### src/rtl/id_ex_operand_stage_pkg.sv
// Shared definitions for the ID/EX operand stage: ALU op codes, control bundle, bubble.
package id_ex_operand_stage_pkg;

  localparam logic [3:0] ALU_AND  = 4'd0;
  localparam logic [3:0] ALU_OR   = 4'd1;
  localparam logic [3:0] ALU_ADD  = 4'd2;
  localparam logic [3:0] ALU_NOR  = 4'd3;
  localparam logic [3:0] ALU_XOR  = 4'd4;
  localparam logic [3:0] ALU_SUB  = 4'd6;
  localparam logic [3:0] ALU_SLT  = 4'd7;
  localparam logic [3:0] ALU_MUL  = 4'd9;
  localparam logic [3:0] ALU_SLL  = 4'd10;
  localparam logic [3:0] ALU_SLTU = 4'd14;
  localparam logic [3:0] ALU_SRA  = 4'd15;

  localparam int unsigned REG_ZERO = 0;

  typedef struct packed {
    logic       valid;
    logic       regwrite;
    logic       memread;
    logic       memwrite;
    logic       memtoreg;
    logic       alusrc;
    logic [3:0] aluctl;
  } ctrl_t;

  localparam ctrl_t CTRL_BUBBLE = '0;

endpackage

### src/rtl/id_ex_operand_stage_fwd_select.sv
// Per-operand bypass: MEM result beats WB data beats the captured register value.
module id_ex_operand_stage_fwd_select
  import id_ex_operand_stage_pkg::*;
#(
  parameter int WIDTH = 32,
  parameter int RADDR = 5
) (
  input  logic [RADDR-1:0] src_reg_i,
  input  logic [WIDTH-1:0] cap_data_i,
  input  logic             mem_regwrite_i,
  input  logic             mem_memread_i,
  input  logic [RADDR-1:0] mem_writereg_i,
  input  logic [WIDTH-1:0] mem_result_i,
  input  logic             wb_regwrite_i,
  input  logic [RADDR-1:0] wb_writereg_i,
  input  logic [WIDTH-1:0] wb_data_i,
  output logic [WIDTH-1:0] data_o
);

  logic mem_hit, wb_hit;

  // A load in MEM has no data yet; that case is covered by the load-use stall.
  assign mem_hit = mem_regwrite_i & ~mem_memread_i &
                   (mem_writereg_i != RADDR'(REG_ZERO)) & (mem_writereg_i == src_reg_i);
  assign wb_hit  = wb_regwrite_i &
                   (wb_writereg_i != RADDR'(REG_ZERO)) & (wb_writereg_i == src_reg_i);

  always_comb begin
    data_o = cap_data_i;
    if (mem_hit)     data_o = mem_result_i;
    else if (wb_hit) data_o = wb_data_i;
  end

endmodule

### src/rtl/id_ex_operand_stage.sv
// ID/EX pipeline register with load-use stall/bubble, WB write-through and EX operand forwarding.
module id_ex_operand_stage
  import id_ex_operand_stage_pkg::*;
#(
  parameter int WIDTH = 32,
  parameter int RADDR = 5
) (
  input  logic             Clk,
  input  logic             Rst,
  input  logic             ID_Valid,
  input  logic [WIDTH-1:0] ID_ReadData1,
  input  logic [WIDTH-1:0] ID_ReadData2,
  input  logic [WIDTH-1:0] ID_Imm,
  input  logic [RADDR-1:0] ID_Rs,
  input  logic [RADDR-1:0] ID_Rt,
  input  logic [RADDR-1:0] ID_WriteReg,
  input  logic [3:0]       ID_ALUControl,
  input  logic             ID_ALUSrc,
  input  logic             ID_RegWrite,
  input  logic             ID_MemRead,
  input  logic             ID_MemWrite,
  input  logic             ID_MemToReg,
  input  logic             MEM_RegWrite,
  input  logic             MEM_MemRead,
  input  logic [RADDR-1:0] MEM_WriteReg,
  input  logic [WIDTH-1:0] MEM_ALUResult,
  input  logic             WB_RegWrite,
  input  logic [RADDR-1:0] WB_WriteReg,
  input  logic [WIDTH-1:0] WB_WriteData,
  input  logic             Flush,
  output logic             StallID,
  output logic [3:0]       EX_ALUControl,
  output logic [WIDTH-1:0] EX_A,
  output logic [WIDTH-1:0] EX_B,
  output logic [WIDTH-1:0] EX_StoreData,
  output logic [RADDR-1:0] EX_WriteReg,
  output logic             EX_Valid,
  output logic             EX_RegWrite,
  output logic             EX_MemRead,
  output logic             EX_MemWrite,
  output logic             EX_MemToReg
);

  ctrl_t            ctrl_q, ctrl_d;
  logic [RADDR-1:0] rs_q, rt_q, wreg_q;
  logic [WIDTH-1:0] rd1_q, rd2_q, imm_q, rd1_d, rd2_d;
  logic [WIDTH-1:0] fwd_rs, fwd_rt;
  logic             hz, wb_live;

  assign hz = ctrl_q.valid & ctrl_q.memread & (wreg_q != RADDR'(REG_ZERO)) & ID_Valid &
              ((ID_Rs == wreg_q) | (ID_Rt == wreg_q));
  assign StallID = hz & ~Flush;

  // Register file is written at the same edge we read it, so pick up the WB value now.
  assign wb_live = WB_RegWrite & (WB_WriteReg != RADDR'(REG_ZERO));
  assign rd1_d   = (wb_live && WB_WriteReg == ID_Rs) ? WB_WriteData : ID_ReadData1;
  assign rd2_d   = (wb_live && WB_WriteReg == ID_Rt) ? WB_WriteData : ID_ReadData2;

  always_comb begin
    ctrl_d          = CTRL_BUBBLE;
    ctrl_d.valid    = ID_Valid;
    ctrl_d.regwrite = ID_RegWrite;
    ctrl_d.memread  = ID_MemRead;
    ctrl_d.memwrite = ID_MemWrite;
    ctrl_d.memtoreg = ID_MemToReg;
    ctrl_d.alusrc   = ID_ALUSrc;
    ctrl_d.aluctl   = ID_ALUControl;
  end

  always_ff @(posedge Clk) begin
    if (Rst || Flush || hz) begin
      ctrl_q <= CTRL_BUBBLE;
      rs_q   <= '0;
      rt_q   <= '0;
      wreg_q <= '0;
      rd1_q  <= '0;
      rd2_q  <= '0;
      imm_q  <= '0;
    end else begin
      ctrl_q <= ctrl_d;
      rs_q   <= ID_Rs;
      rt_q   <= ID_Rt;
      wreg_q <= ID_WriteReg;
      rd1_q  <= rd1_d;
      rd2_q  <= rd2_d;
      imm_q  <= ID_Imm;
    end
  end

  id_ex_operand_stage_fwd_select #(.WIDTH(WIDTH), .RADDR(RADDR)) u_fwd_rs (
    .src_reg_i(rs_q), .cap_data_i(rd1_q),
    .mem_regwrite_i(MEM_RegWrite), .mem_memread_i(MEM_MemRead),
    .mem_writereg_i(MEM_WriteReg), .mem_result_i(MEM_ALUResult),
    .wb_regwrite_i(WB_RegWrite), .wb_writereg_i(WB_WriteReg), .wb_data_i(WB_WriteData),
    .data_o(fwd_rs)
  );

  id_ex_operand_stage_fwd_select #(.WIDTH(WIDTH), .RADDR(RADDR)) u_fwd_rt (
    .src_reg_i(rt_q), .cap_data_i(rd2_q),
    .mem_regwrite_i(MEM_RegWrite), .mem_memread_i(MEM_MemRead),
    .mem_writereg_i(MEM_WriteReg), .mem_result_i(MEM_ALUResult),
    .wb_regwrite_i(WB_RegWrite), .wb_writereg_i(WB_WriteReg), .wb_data_i(WB_WriteData),
    .data_o(fwd_rt)
  );

  assign EX_A          = fwd_rs;
  assign EX_StoreData  = fwd_rt;
  assign EX_B          = ctrl_q.alusrc ? imm_q : fwd_rt;
  assign EX_ALUControl = ctrl_q.aluctl;
  assign EX_WriteReg   = wreg_q;
  assign EX_Valid      = ctrl_q.valid;
  assign EX_RegWrite   = ctrl_q.regwrite;
  assign EX_MemRead    = ctrl_q.memread;
  assign EX_MemWrite   = ctrl_q.memwrite;
  assign EX_MemToReg   = ctrl_q.memtoreg;

endmodule
### config.mk
export PLATFORM = sky130hd
export DESIGN_NAME = id_ex_operand_stage
export DESIGN_NICKNAME = d
export VERILOG_FILES = /design/src/rtl/id_ex_operand_stage_pkg.sv /design/src/rtl/id_ex_operand_stage_fwd_select.sv /design/src/rtl/id_ex_operand_stage.sv
export SDC_FILE = /design/constraint.sdc
export NUM_CORES = 1
export LEC_CHECK = 0
export CORE_MARGIN = 5
export CORE_UTILIZATION = 47
export DETAILED_ROUTE_END_ITERATION = 10
export GPL_ROUTABILITY_DRIVEN = 0
export PLACE_DENSITY = 0.82
export SYNTH_ARGS = -nofsm -noshare
export SYNTH_HDL_FRONTEND = slang
export SYNTH_HIERARCHICAL = 1
export SYNTH_SLANG_ARGS = --single-unit
### constraint.sdc
create_clock -name Clk -period 3.26 [get_ports Clk]
set_input_delay 0.652 -clock Clk [delete_from_list [all_inputs] [get_ports Clk]]
set_output_delay 0.652 -clock Clk [all_outputs]
set_load 0.1 [all_outputs]
# Yosys cells after proc, flatten, opt, wreduce, memory -nomap -nowiden
# Cells that the tools add are included.
dict set report op_classes {
  n_addsub 0
  n_mul 0
  n_div 0
  n_lt_le_gt_ge 0
  eq_ne 8
  shifts 0
  mux 7
  bitwise 15
  reduce_logical 7
}
# cell count
set ops {}
lappend ops {{two-way mux 32 bit} 7}
lappend ops {{equality test 5 bit} 8}
lappend ops {{nonzero test 5 bit} 3}
lappend ops {{bitwise AND 1 bit} 12}
lappend ops {{logical AND 1 bit} 2}
lappend ops {{logical OR 1 bit} 2}
lappend ops {{NOT 1 bit} 2}
lappend ops {{OR 1 bit} 1}
dict set report word_totals {
  regBits 121
  latch_bits 0
  ram_bits 0
  rom_bits 0
  out_inout_bits 111
  memories 0
}

# Logic depth before layout (Yosys ltp)
dict set report logic_depth {
  ltp_word 6
  ltp_mapped 7
  mapped_depth_nobuf 5
}

# Hierarchy
# Netlist, hierarchy kept.
# mod n_inst cells_each area_per_inst_um2 seq_area_each_um2
set modules_own_cells {}
lappend modules_own_cells {id_ex_operand_stage 1 590 5973.2 2422.3}
lappend modules_own_cells {id_ex_operand_stage_fwd_select 2 185 1641.6 0.0}

# Worst setup path after synthesis
# No wires, ideal clock.
dict set report synth_path {
  path_type {input to output}
  startpoint {input MEM_WriteReg[1]}
  endpoint {output EX_B[30]}
  t_arrival_ns 4.219
  required_time_ns 2.608
  path_slack_ns -1.611
  path_stages 6
  path_buffers 1
  path_cell_list {xor2_1 -> a2111o_1 -> or3_1 -> buf_6 -> a31oi_1 -> mux2_2}
}
dict set report synth_between {
  elab_chain_len 5
  word_cells_on_any_way 6
  cone_classes {eq/ne (1); mux (2); bitwise (2); reduce/logical (1)}
}
# element line
set synth_rtl {}
lappend synth_rtl {{start, declared} id_ex_operand_stage.sv:25} ;# input logic [RADDR-1:0] MEM_WriteReg,
lappend synth_rtl {{nonzero test 5 bit} id_ex_operand_stage_fwd_select.sv:24} ;# (mem_writereg_i != RADDR'(REG_ZERO)) & (mem_writereg_i == src_reg_i);
lappend synth_rtl {{bitwise AND 1 bit} id_ex_operand_stage_fwd_select.sv:23} ;# assign mem_hit = mem_regwrite_i & ~mem_memread_i &
lappend synth_rtl {{bitwise AND 1 bit (*)} id_ex_operand_stage_fwd_select.sv:24}
lappend synth_rtl {{two-way mux 32 bit (*)} id_ex_operand_stage_fwd_select.sv:30} ;# if (mem_hit) data_o = mem_result_i;
lappend synth_rtl {{net EX_StoreData[30]} id_ex_operand_stage.sv:35} ;# output logic [WIDTH-1:0] EX_StoreData,
lappend synth_rtl {{two-way mux 32 bit (*)} id_ex_operand_stage.sv:108} ;# assign EX_B = ctrl_q.alusrc ? imm_q : fwd_rt;
lappend synth_rtl {{end, declared} id_ex_operand_stage.sv:34} ;# output logic [WIDTH-1:0] EX_B,
# Mark *: on every way through the listed nets, which the timed path passes. The rest lies on a longest branch.

# Worst setup path in the final report
dict set report layout_path {
  startpoint {input MEM_MemRead}
  endpoint {output EX_B[27]}
}
dict set report layout_between {
  elab_chain_len 6
}
# element line
set layout_rtl {}
lappend layout_rtl {{start, declared} id_ex_operand_stage.sv:24} ;# input logic MEM_MemRead,
lappend layout_rtl {{NOT 1 bit} id_ex_operand_stage_fwd_select.sv:23}
lappend layout_rtl {{bitwise AND 1 bit (2 in a row)} id_ex_operand_stage_fwd_select.sv:23}
lappend layout_rtl {{bitwise AND 1 bit} id_ex_operand_stage_fwd_select.sv:24}
lappend layout_rtl {{two-way mux 32 bit} id_ex_operand_stage_fwd_select.sv:30}
lappend layout_rtl {{two-way mux 32 bit} id_ex_operand_stage.sv:108}
# Every way passes these cells.

==> flow_summary_export.csv <==
group,metric,value,unit
status,run_status,"complete, but fails checks",
status,violations,"setup timing",
synthesis,synthArstFlopShare,0,%
clock_tree,cts.reportedPaths.clkPinSlew,0.06,ns
die,io_pins,312,
power_and_ir_drop,peakVddDrop,0.394,mV
clock_tree,insertion_delay,0.43,ns
die,core_area,19400,µm²
worst_setup_path,cp.required,2.61,ns
synthesis,yosysUniqueCellTypes,39,
synthesis,syn_area,9260,µm²
global_routing,grt_pass1_wl,70.5,mm
worst_setup_path,reg2reg_slack,1.22,ns
die,initial_utilization,47.7,%
sta,finalWorstSetupSlack,-0.122,ns
sta,min_period_over_period,104,%
worst_setup_path,cp_data_arrival_time,2.73,ns
drt,first_iter_violations,1571,
worst_setup_path,critPathKind,"in -> out",
clock_tree,cts_root_buf,"clkbuf_16",
drt,ant_nets,0,
clock_tree,htreeDepth,4,
worst_setup_path,reg2reg_from,"EX_WriteReg[4]$_SDFF_PP0_",
place,hpwlAfterDp,28.0,mm
power_and_ir_drop,pwr-share-seq,26.0,%
power_and_ir_drop,p_int,0.00379,W
sta,post-route-min-period,3.38,ns
synthesis,synthTopCellsByArea,"dfxtp_1 (26%), a31oi_4 (14%), o31ai_1 (10%), a221oi_2 (9.7%), nand4_1 (8.7%)",
synthesis,synth_flop_cell,"dfxtp_1",
sta,slew_viol_final,0,
finish,final_common_cell,"clkdlybuf4s50_1",
finish,drive_gt1_share,44.7,%
synthesis,synth_cells,960,
finish,mostFrequentLayoutCells,"clkdlybuf4s50_1 (188), nand4_1 (128), buf_12 (128)",
power_and_ir_drop,power.switching,0.00234,W
die,die-width,150,µm
worst_setup_path,cp_max_fo,21,
synthesis,yosysSeqAreaShare,26.2,%
die,die_y,150,µm
sta,worst_hold_slack,0.740,ns
synthesis,avgSynthCellArea,9.64,µm²
synthesis,synth_edf_count,0,
place,dp_cells,1500,
worst_setup_path,r2r_cells,5,
sta,hold_viol_final,0,
power_and_ir_drop,clockPowerShare,34.1,%
drt,firstDrtPassIters,5,
clock_tree,clock-sinks,121,
sta,fin_skew,0.00967,ns
synthesis,synth_warnings,6,
worst_setup_path,startpoint,"MEM_MemRead",
worst_setup_path,r2r-end,"imm_q[21]$_SDFF_PP0_",
drt,via_per_inst,7.32,
drt,wl_per_cell,31.7,µm
worst_hold_path,min_path_type,"in -> reg",
synthesis,ys_ff_latch,121,
die,die-area,22600,µm²
power_and_ir_drop,p_leak,5.47,nW
sta,setup_viol,27,
sta,setup_tns,-0.759,ns
sta,grt_setup_unrepaired,"yes",
global_routing,grt_remaining_overflow,0,
global_routing,grt_pass1_vias,11320,
global_routing,grt_max_degree,122,
power_and_ir_drop,combPwrFrac,39.9,%
drt,vias,11399,
power_and_ir_drop,swShare,38.2,%
drt,drc_errors,0,
power_and_ir_drop,powerDensity,374,nW/µm²
clock_tree,cts_buffer_depth,2,
power_and_ir_drop,p_total,0.00614,W
worst_setup_path,startpoint_type,"input port",
place,port_buffers,311,
die,num_rows,51,
sta,relSlewSlack,49.4,%
finish,nets,1476,
finish,stdcell_count,1557,
finish,area_growth,77.1,%
run,drv_cap,0,
global_routing,antenna_found_initial,4,
drt,drt_wl_total,49.3,mm
clock_tree,cts_buffers,17,
synthesis,yosysTopAreaCell,"dfxtp_1",
global_routing,grt.total_usage,41.1,%
clock_tree,tritoncts,"built",
synthesis,synth.top_cell.area_share,26.2,%
finish,fin_util,84.5,%
synthesis,syn-num-nets,1161,
sta,max_freq,0.296,GHz
worst_setup_path,end_kind,"primary output",
worst_setup_path,setup.worst_path.end,"EX_B[27]",
sta,worst_pin_slew,0.758,ns
## synth_stat cells, types with 3 or more instances
cell type,instances
nand4_1,128
o31ai_1,128
dfxtp_1,121
clkbuf_1,87
nor4_1,66
a221oi_2,60
a31oi_4,60
inv_1,59
a211oi_1,57
xnor2_1,34
mux2_2,32
buf_2,28
buf_1,22
nand3_1,9
buf_6,8
nand2_1,8
buf_12,6
a221oi_1,4
a31oi_1,4
and2_1,4
and3_1,4
buf_4,4
o21a_1,3
## state kept, by name (all words and copies together) (netlist names)
signal,flops
EX_ALUControl,4
EX_MemRead,1
rt_q,5
rs_q,5
EX_Valid,1
EX_WriteReg,5
EX_MemWrite,1
EX_MemToReg,1
imm_q,32
rd1_q,32
ctrl_q,1
rd2_q,32
EX_RegWrite,1
## through the flow
stage / cell area [µm²] / setup WS (ns)
global placement: 14300 / -0.539
detailed placement: 14300 / -0.654
CTS: 16200 / -0.00667
floorplan: 9450 / -0.277
global route: 16400 / -0.114
finish: 16400 / -0.122
## power by group through the flow
stage	clock network [W]	registers [W]	logic [W]
5_1_grt	0.00214	0.00160	0.00249
2_1_floorplan	0	0.00163	0.00117
3_3_place_gp	0	0.00160	0.00212
3_5_place_dp	0	0.00160	0.00215
6_report	0.00209	0.00159	0.00245
4_1_cts	0.00204	0.00159	0.00236
## layout make-up
type	count	area, µm²
sequential	121	2430
inverter	61	231
clock buffer	24	472
fill	965	3000
clock inverter	8	143
tap	265	332
timing repair buffer	450	5660
antenna	4	10.0
multi-input combinational	624	7120
## cell families after synthesis
| logic type | Yosys count | share of synthesized area [%] |
|---|---|---|
| AO/OA/AOI/OAI | 325 | 40.3 |
| AND/OR/NAND/NOR | 230 | 15.3 |
| buffers and inverters | 216 | 11.0 |
| flip-flops | 121 | 26.2 |
| XOR/XNOR | 36 | 3.41 |
| multiplexers | 32 | 3.89 |
## repair_timing
| item | in CTS | in global routing |
|---|---|---|
| endpoints found under the setup margin | 96 | 70 |
| pin swaps | 49 | 24 |
| hold buffers | 0 | 0 |
| cloned | 10 | 0 |
| gates resized for setup | 184 | 39 |
| setup buffers | 10 | 4 |
## per-layer routing
| layer | vias up | GRT usage (%) | routed length [µm] |
|---|---|---|---|
| li1 | 4522 | - | - |
| met1 | 5416 | 48.3 | 16600 |
| met2 | 1102 | 66.2 | 22500 |
| met3 | 359 | 10.5 | 6360 |
| met4 | 0 | 26.6 | 3860 |
| met5 | - | 0 | 0 |
## worst max-delay path, cell delays in order
cell and delay (ns):
clkdlybuf4s15_1 0.24, a2111o_1 0.45, buf_4 0.28, nor4_1 0.55, a31oi_4 0.06, mux2_4 0.31, buf_12 0.17
## worst min path at each step
stage                     slack (ns)                   endpoint  cells past startpoint                    from
after floorplan                 0.76  EX_WriteReg[0]$_SDFF_PP0_                      2          ID_WriteReg[0]
after global placement          1.09        EX_Valid$_SDFF_PP0_                      4   EX_MemRead$_SDFF_PP0_
after detailed placement        1.15                EX_RegWrite                      1  EX_RegWrite$_SDFF_PP0_
after CTS                       0.74  EX_WriteReg[2]$_SDFF_PP0_                      3          ID_WriteReg[2]
after global routing            0.75        imm_q[6]$_SDFF_PP0_                      3               ID_Imm[6]
final                           0.74        imm_q[4]$_SDFF_PP0_                      3               ID_Imm[4]
Note: power is estimated with default switching activity, not from simulation.
==> RTL change 1: new RTL, same flow settings <==
Put a register stage on the output `EX_StoreData`. The value now appears one clock later. The other outputs are not delayed to match.
--- a/src/rtl/id_ex_operand_stage.sv
+++ b/src/rtl/id_ex_operand_stage.sv
@@ -105,5 +105,7 @@
 
   assign EX_A          = fwd_rs;
-  assign EX_StoreData  = fwd_rt;
+  always_ff @(posedge Clk) begin
+    EX_StoreData <= fwd_rt;
+  end
   assign EX_B          = ctrl_q.alusrc ? imm_q : fwd_rt;
   assign EX_ALUControl = ctrl_q.aluctl;
Function: changed (a bounded check fails within 4 cycles, from zero or initial values).
==> RTL change 1 against the unedited design <==
The flow still finishes with violations (setup timing); sequential cell count rose by 32; via count fell by 1.6%; wire length fell by 4.7%; combinational power shrank 5%; area after synthesis up 6.9%; setup slack better by 0.064 ns; first-iteration DRC count is 22% lower; power is 5.5% higher; design area rose by 0.55%; maximum frequency up 1.9%; critical path type unchanged; critical endpoint is now EX_A[4].
==> RTL change 1: results (changes against the unedited design) <==
metric	value	unit	change
violated checks	setup timing		
Leak	5.55	nW	+1.5%
post-synthesis net count	1193		+2.8%
Net Sw Frac	0.384		+0.00233
detailed placement HPWL	28.6	mm	+2.2%
placed cell areas	14200	um^2	-0.44%
slowest stage delay, CP	0.48	ns	-0.07 ns
peak supply drop	0.345	mV	-13%
DRT iter0 DRCs	1230		-22%
Synth Area per Inst	9.98	um^2	+3.5%
vias in the first global route	11000		-2.4%
hold endpoint	EX_StoreData[22]		
Slew @ Worst Pin	0.762	ns	+0.00345 ns
HP Start	rd2_q[22]		
Final Worst Setup Slack	-0.0583	ns	+0.0640 ns
final WL	47.0	mm	-4.7%
hold path cells	2		-1
via-per-instance ratio	7.05		-3.7%
# fillers	1173		+22%
first-pass GRT wire length	65.6	mm	-6.9%
worst clock skew	0.0154	ns	+0.00576 ns
Area contributors post-synth	dfxtp_1 31%, a31oi_4 13%, o31ai_1 9.7%		
final setup violation count	11		-59%
Critical Path Start	WB_WriteReg[1]		
Worst Setup EP	EX_A[4]		
Post-synth top cells	153 x dfxtp_1, 128 x nand4_1, 128 x o31ai_1		
R2R Path Start	EX_WriteReg[2]		
total track usage	0.350		-0.0610
outcome	complete, but fails checks		
post-synthesis sequential area ratio	0.309		+0.0478
crit path max-delay cell type	o31ai_1		
DRT Pass-1 Iters	6		+1
CP Max Fanout	22		+4.8%
initial antenna violation count	6		+2
reg-to-reg endpoint	imm_q[18]		
CP Data Arrival Time	2.67	ns	-0.06 ns
postcts setup bufs	18		+8
==> RTL change 1: cell families (layout without fill, tap and decap cells) <==
logic type / count (synthesis) / in the layout / share of synthesized area
DFF: 153 / 153 / 0.309
AOI/OAI and AO/OA: 325 / 325 / 0.376
xor gates and xnor gates: 36 / 36 / 0.0319
and+or+nand+nor: 230 / 230 / 0.143
other: 0 / 4 / 0
buffers and inverters: 216 / 536 / 0.103
muxes: 32 / 32 / 0.0364
==> RTL change 1: metal layers <==
metal,up-vias,part of all wire,routed length (um),GRT usage
li1,4599,-,-,-
met1,5344,0.35,16200,0.417
met2,997,0.47,22200,0.588
met3,277,0.12,5410,0.0840
met4,4,0.065,3070,0.171
met5,-,0.00057,27,0
==> RTL change 1: final cells by class <==
type / count / area, um^2 / area share
Antenna cell: 4 / 10.0 / 0.000607
Clock buffer: 18 / 439 / 0.0266
Clock inverter: 14 / 186 / 0.0113
Inverter: 61 / 231 / 0.0140
Multi-Input combinational cell: 623 / 7010 / 0.425
Sequential cell: 153 / 3070 / 0.186
Tap cell: 275 / 344 / 0.0209
Timing Repair Buffer: 443 / 5190 / 0.315
==> RTL change 1: per-stage QoR <==
stage	hold slack (ns)	setup WS, ns
2_1_floorplan	0.463	-0.166
3_3_place_gp	0.514	-0.369
3_5_place_dp	0.524	-0.433
4_1_cts	0.517	-0.0660
5_1_grt	0.523	-0.0777
6_report	0.514	-0.0583
==> RTL change 1: power groups by stage <==
stage | Combinational [mW] | Sequential (mW) | Clock [mW]
6_report | 2.32 | 2.01 | 2.15
5_1_grt | 2.36 | 2.01 | 2.22
3_3_place_gp | 2.02 | 2.03 | 0
3_5_place_dp | 2.04 | 2.03 | 0
2_1_floorplan | 0.978 | 2.22 | 0
4_1_cts | 2.18 | 2.00 | 2.11
==> RTL change 2: new RTL, same flow settings <==
Without the edit above. The package constant `REG_ZERO` goes from 0 to 1.
--- a/src/rtl/id_ex_operand_stage_pkg.sv
+++ b/src/rtl/id_ex_operand_stage_pkg.sv
@@ -14,5 +14,5 @@
   localparam logic [3:0] ALU_SRA  = 4'd15;
 
-  localparam int unsigned REG_ZERO = 0;
+  localparam int unsigned REG_ZERO = 1;
 
   typedef struct packed {
Check against the original RTL: not equivalent (a bounded check fails within 4 cycles, from zero or initial values).
==> RTL change 2 against the unedited design <==
Clock power shrank 9%; power shrank 4.3%; sequential power is essentially flat; wire length shrank 6.6%; sequential cell count is the same; the run still ends with setup timing left; setup slack gained 0.073 ns; via count shrank 3.2%; core utilization shrank 2.0 points; sequential share of layout area grew 0.32 points; count of clock-buffer cells in the layout shrank 7; area after synthesis grew 0.55%; combinational power shrank 2%; maximum frequency grew 2.2%; design area shrank 2.1%; critical endpoint is now EX_A[2].
==> RTL change 2: results (changes against the unedited design) <==
metric	value	unit	change
peak supply drop	0.382	mV	-3.1%
R2R Path Start	EX_WriteReg[0]		
WL met2	21.5	mm	-4.6%
Slew headroom	0.396		-0.0982
HP Start	ID_WriteReg[4]		
violated checks	setup timing		
detailed placement HPWL	28.2	mm	+1.0%
hold endpoint	EX_WriteReg[4]		
post-synthesis sequential area ratio	0.260		-0.00144
vias in the first global route	11000		-3.2%
final setup violation count	6		-78%
highest metal used	met5		
total track usage	0.383		-0.0276
worst clock skew	0.0107	ns	+0.00108 ns
reg2reg setup slack	1.18	ns	-0.04 ns
CP Data Arrival Time	2.66	ns	-0.07 ns
Area contributors post-synth	dfxtp_1 26%, a31oi_4 14%, o31ai_1 10%		
initial antenna violation count	7		+3
DRT Pass-1 Iters	6		+1
first-pass GRT wire length	67.0	mm	-4.9%
Final nets	1468		-0.54%
Post-synth top cells	128 x nand4_1, 128 x o31ai_1, 121 x dfxtp_1		
leading registers by flop count	imm_q: 32 flops, rd1_q: 32 flops, rd2_q: 32 flops		
# fillers	963		-0.21%
DRT iter0 DRCs	1267		-19%
outcome	complete, but fails checks		
reg2reg path depth	4		-1
wire length on met3	5.27	mm	-17%
Leak	5.32	nW	-2.7%
Final Worst Setup Slack	-0.0494	ns	+0.0729 ns
routed length per instance	29.7	um	-6.3%
share of layout cells above drive strength 1	0.435		-0.0120
RTL change 2: changes by cell type in the layout (fill, tap and decap cells not counted), sizes merged, moves of 2 or more:
cell    unedited run  this run
bufbuf             2         0
or4b               0         2
o21ai              4         2
buf              253       244
or4                3         0
clkbuf            25        22
clkinv             3        10
nor4b              0         2
diode              4         7
nor4              66        64
bufinv             4         2
RTL change 2: area by class of cell:
class | instances | area [um^2] | share of cell area
multi-input cells | 623 | 6960 | 0.434
repair buffers | 443 | 5500 | 0.343
flip-flops and latches | 121 | 2430 | 0.152
clock buffers | 17 | 425 | 0.0265
well taps | 265 | 332 | 0.0207
inverters | 61 | 229 | 0.0143
clock inverters | 15 | 153 | 0.00951
diodes | 7 | 17.5 | 0.00109
RTL change 2: worst max-delay path, cell delays in order:
cell and delay, ns:
dlygate4sd2_1 0.26, buf_4 0.17, xnor2_1 0.24, nand3_1 0.19
buf_12 0.23, o31ai_1 0.51, a31oi_4 0.18, buf_12 0.20
RTL change 2: worst max path at each step:
stage / start / cells after the start / endpoint / slack, ns
2_1_floorplan: MEM_WriteReg[0] / 7 / EX_B[0] / -0.28
3_3_place_gp: MEM_WriteReg[0] / 8 / EX_B[24] / -0.35
3_5_place_dp: MEM_WriteReg[0] / 8 / EX_B[24] / -0.38
4_1_cts: rt_q[0] / 8 / EX_B[14] / -0.06
5_1_grt: WB_WriteReg[3] / 8 / EX_A[2] / -0.11
6_report: WB_WriteReg[3] / 8 / EX_A[2] / -0.05
RTL change 2: kinds of logic (layout without fill, tap and decap cells):
logic type	after synthesis	after routing	synth area share
buffers and inverters	216	536	0.112
other	0	7	0
DFF	121	121	0.260
AOI/OAI and AO/OA	325	325	0.402
and+or+nand+nor	230	230	0.154
muxes	32	32	0.0387
xor gates and xnor gates	36	36	0.0339
RTL change 2: per-layer routing:
layer,track usage,up-vias
li1,-,4506
met1,0.466,5274
met2,0.624,983
met3,0.0822,273
met4,0.218,2
met5,0,-
RTL change 2: repair_timing:
| action | CTS | global route |
|---|---|---|
| pin swaps | 23 | 28 |
| gates cloned | 3 | 2 |
| setup endpoints to repair | 96 | 80 |
| buffers inserted | 9 | 7 |
| resized for setup | 132 | 65 |
RTL change 2: power breakdown:
group,internal (mW),leakage [nW],switching [mW]
logic,0.914,4.04,1.47
registers,1.54,0.997,0.0453
clock network,1.13,0.283,0.776
RTL change 2: per-stage QoR:
step	area (um^2)	std cells	setup TNS [ns]	utilization	setup slack, ns
finish	16100	1552	-0.0904	0.825	-0.0494
CTS	15700	1538	-0.453	0.806	-0.0589
detailed placement	14300	1497	-26.54	0.735	-0.384
global route	16100	1551	-0.784	0.825	-0.110
floorplan	9490	960	-7.81	-	-0.277
global placement	14300	1497	-24.41	0.735	-0.348
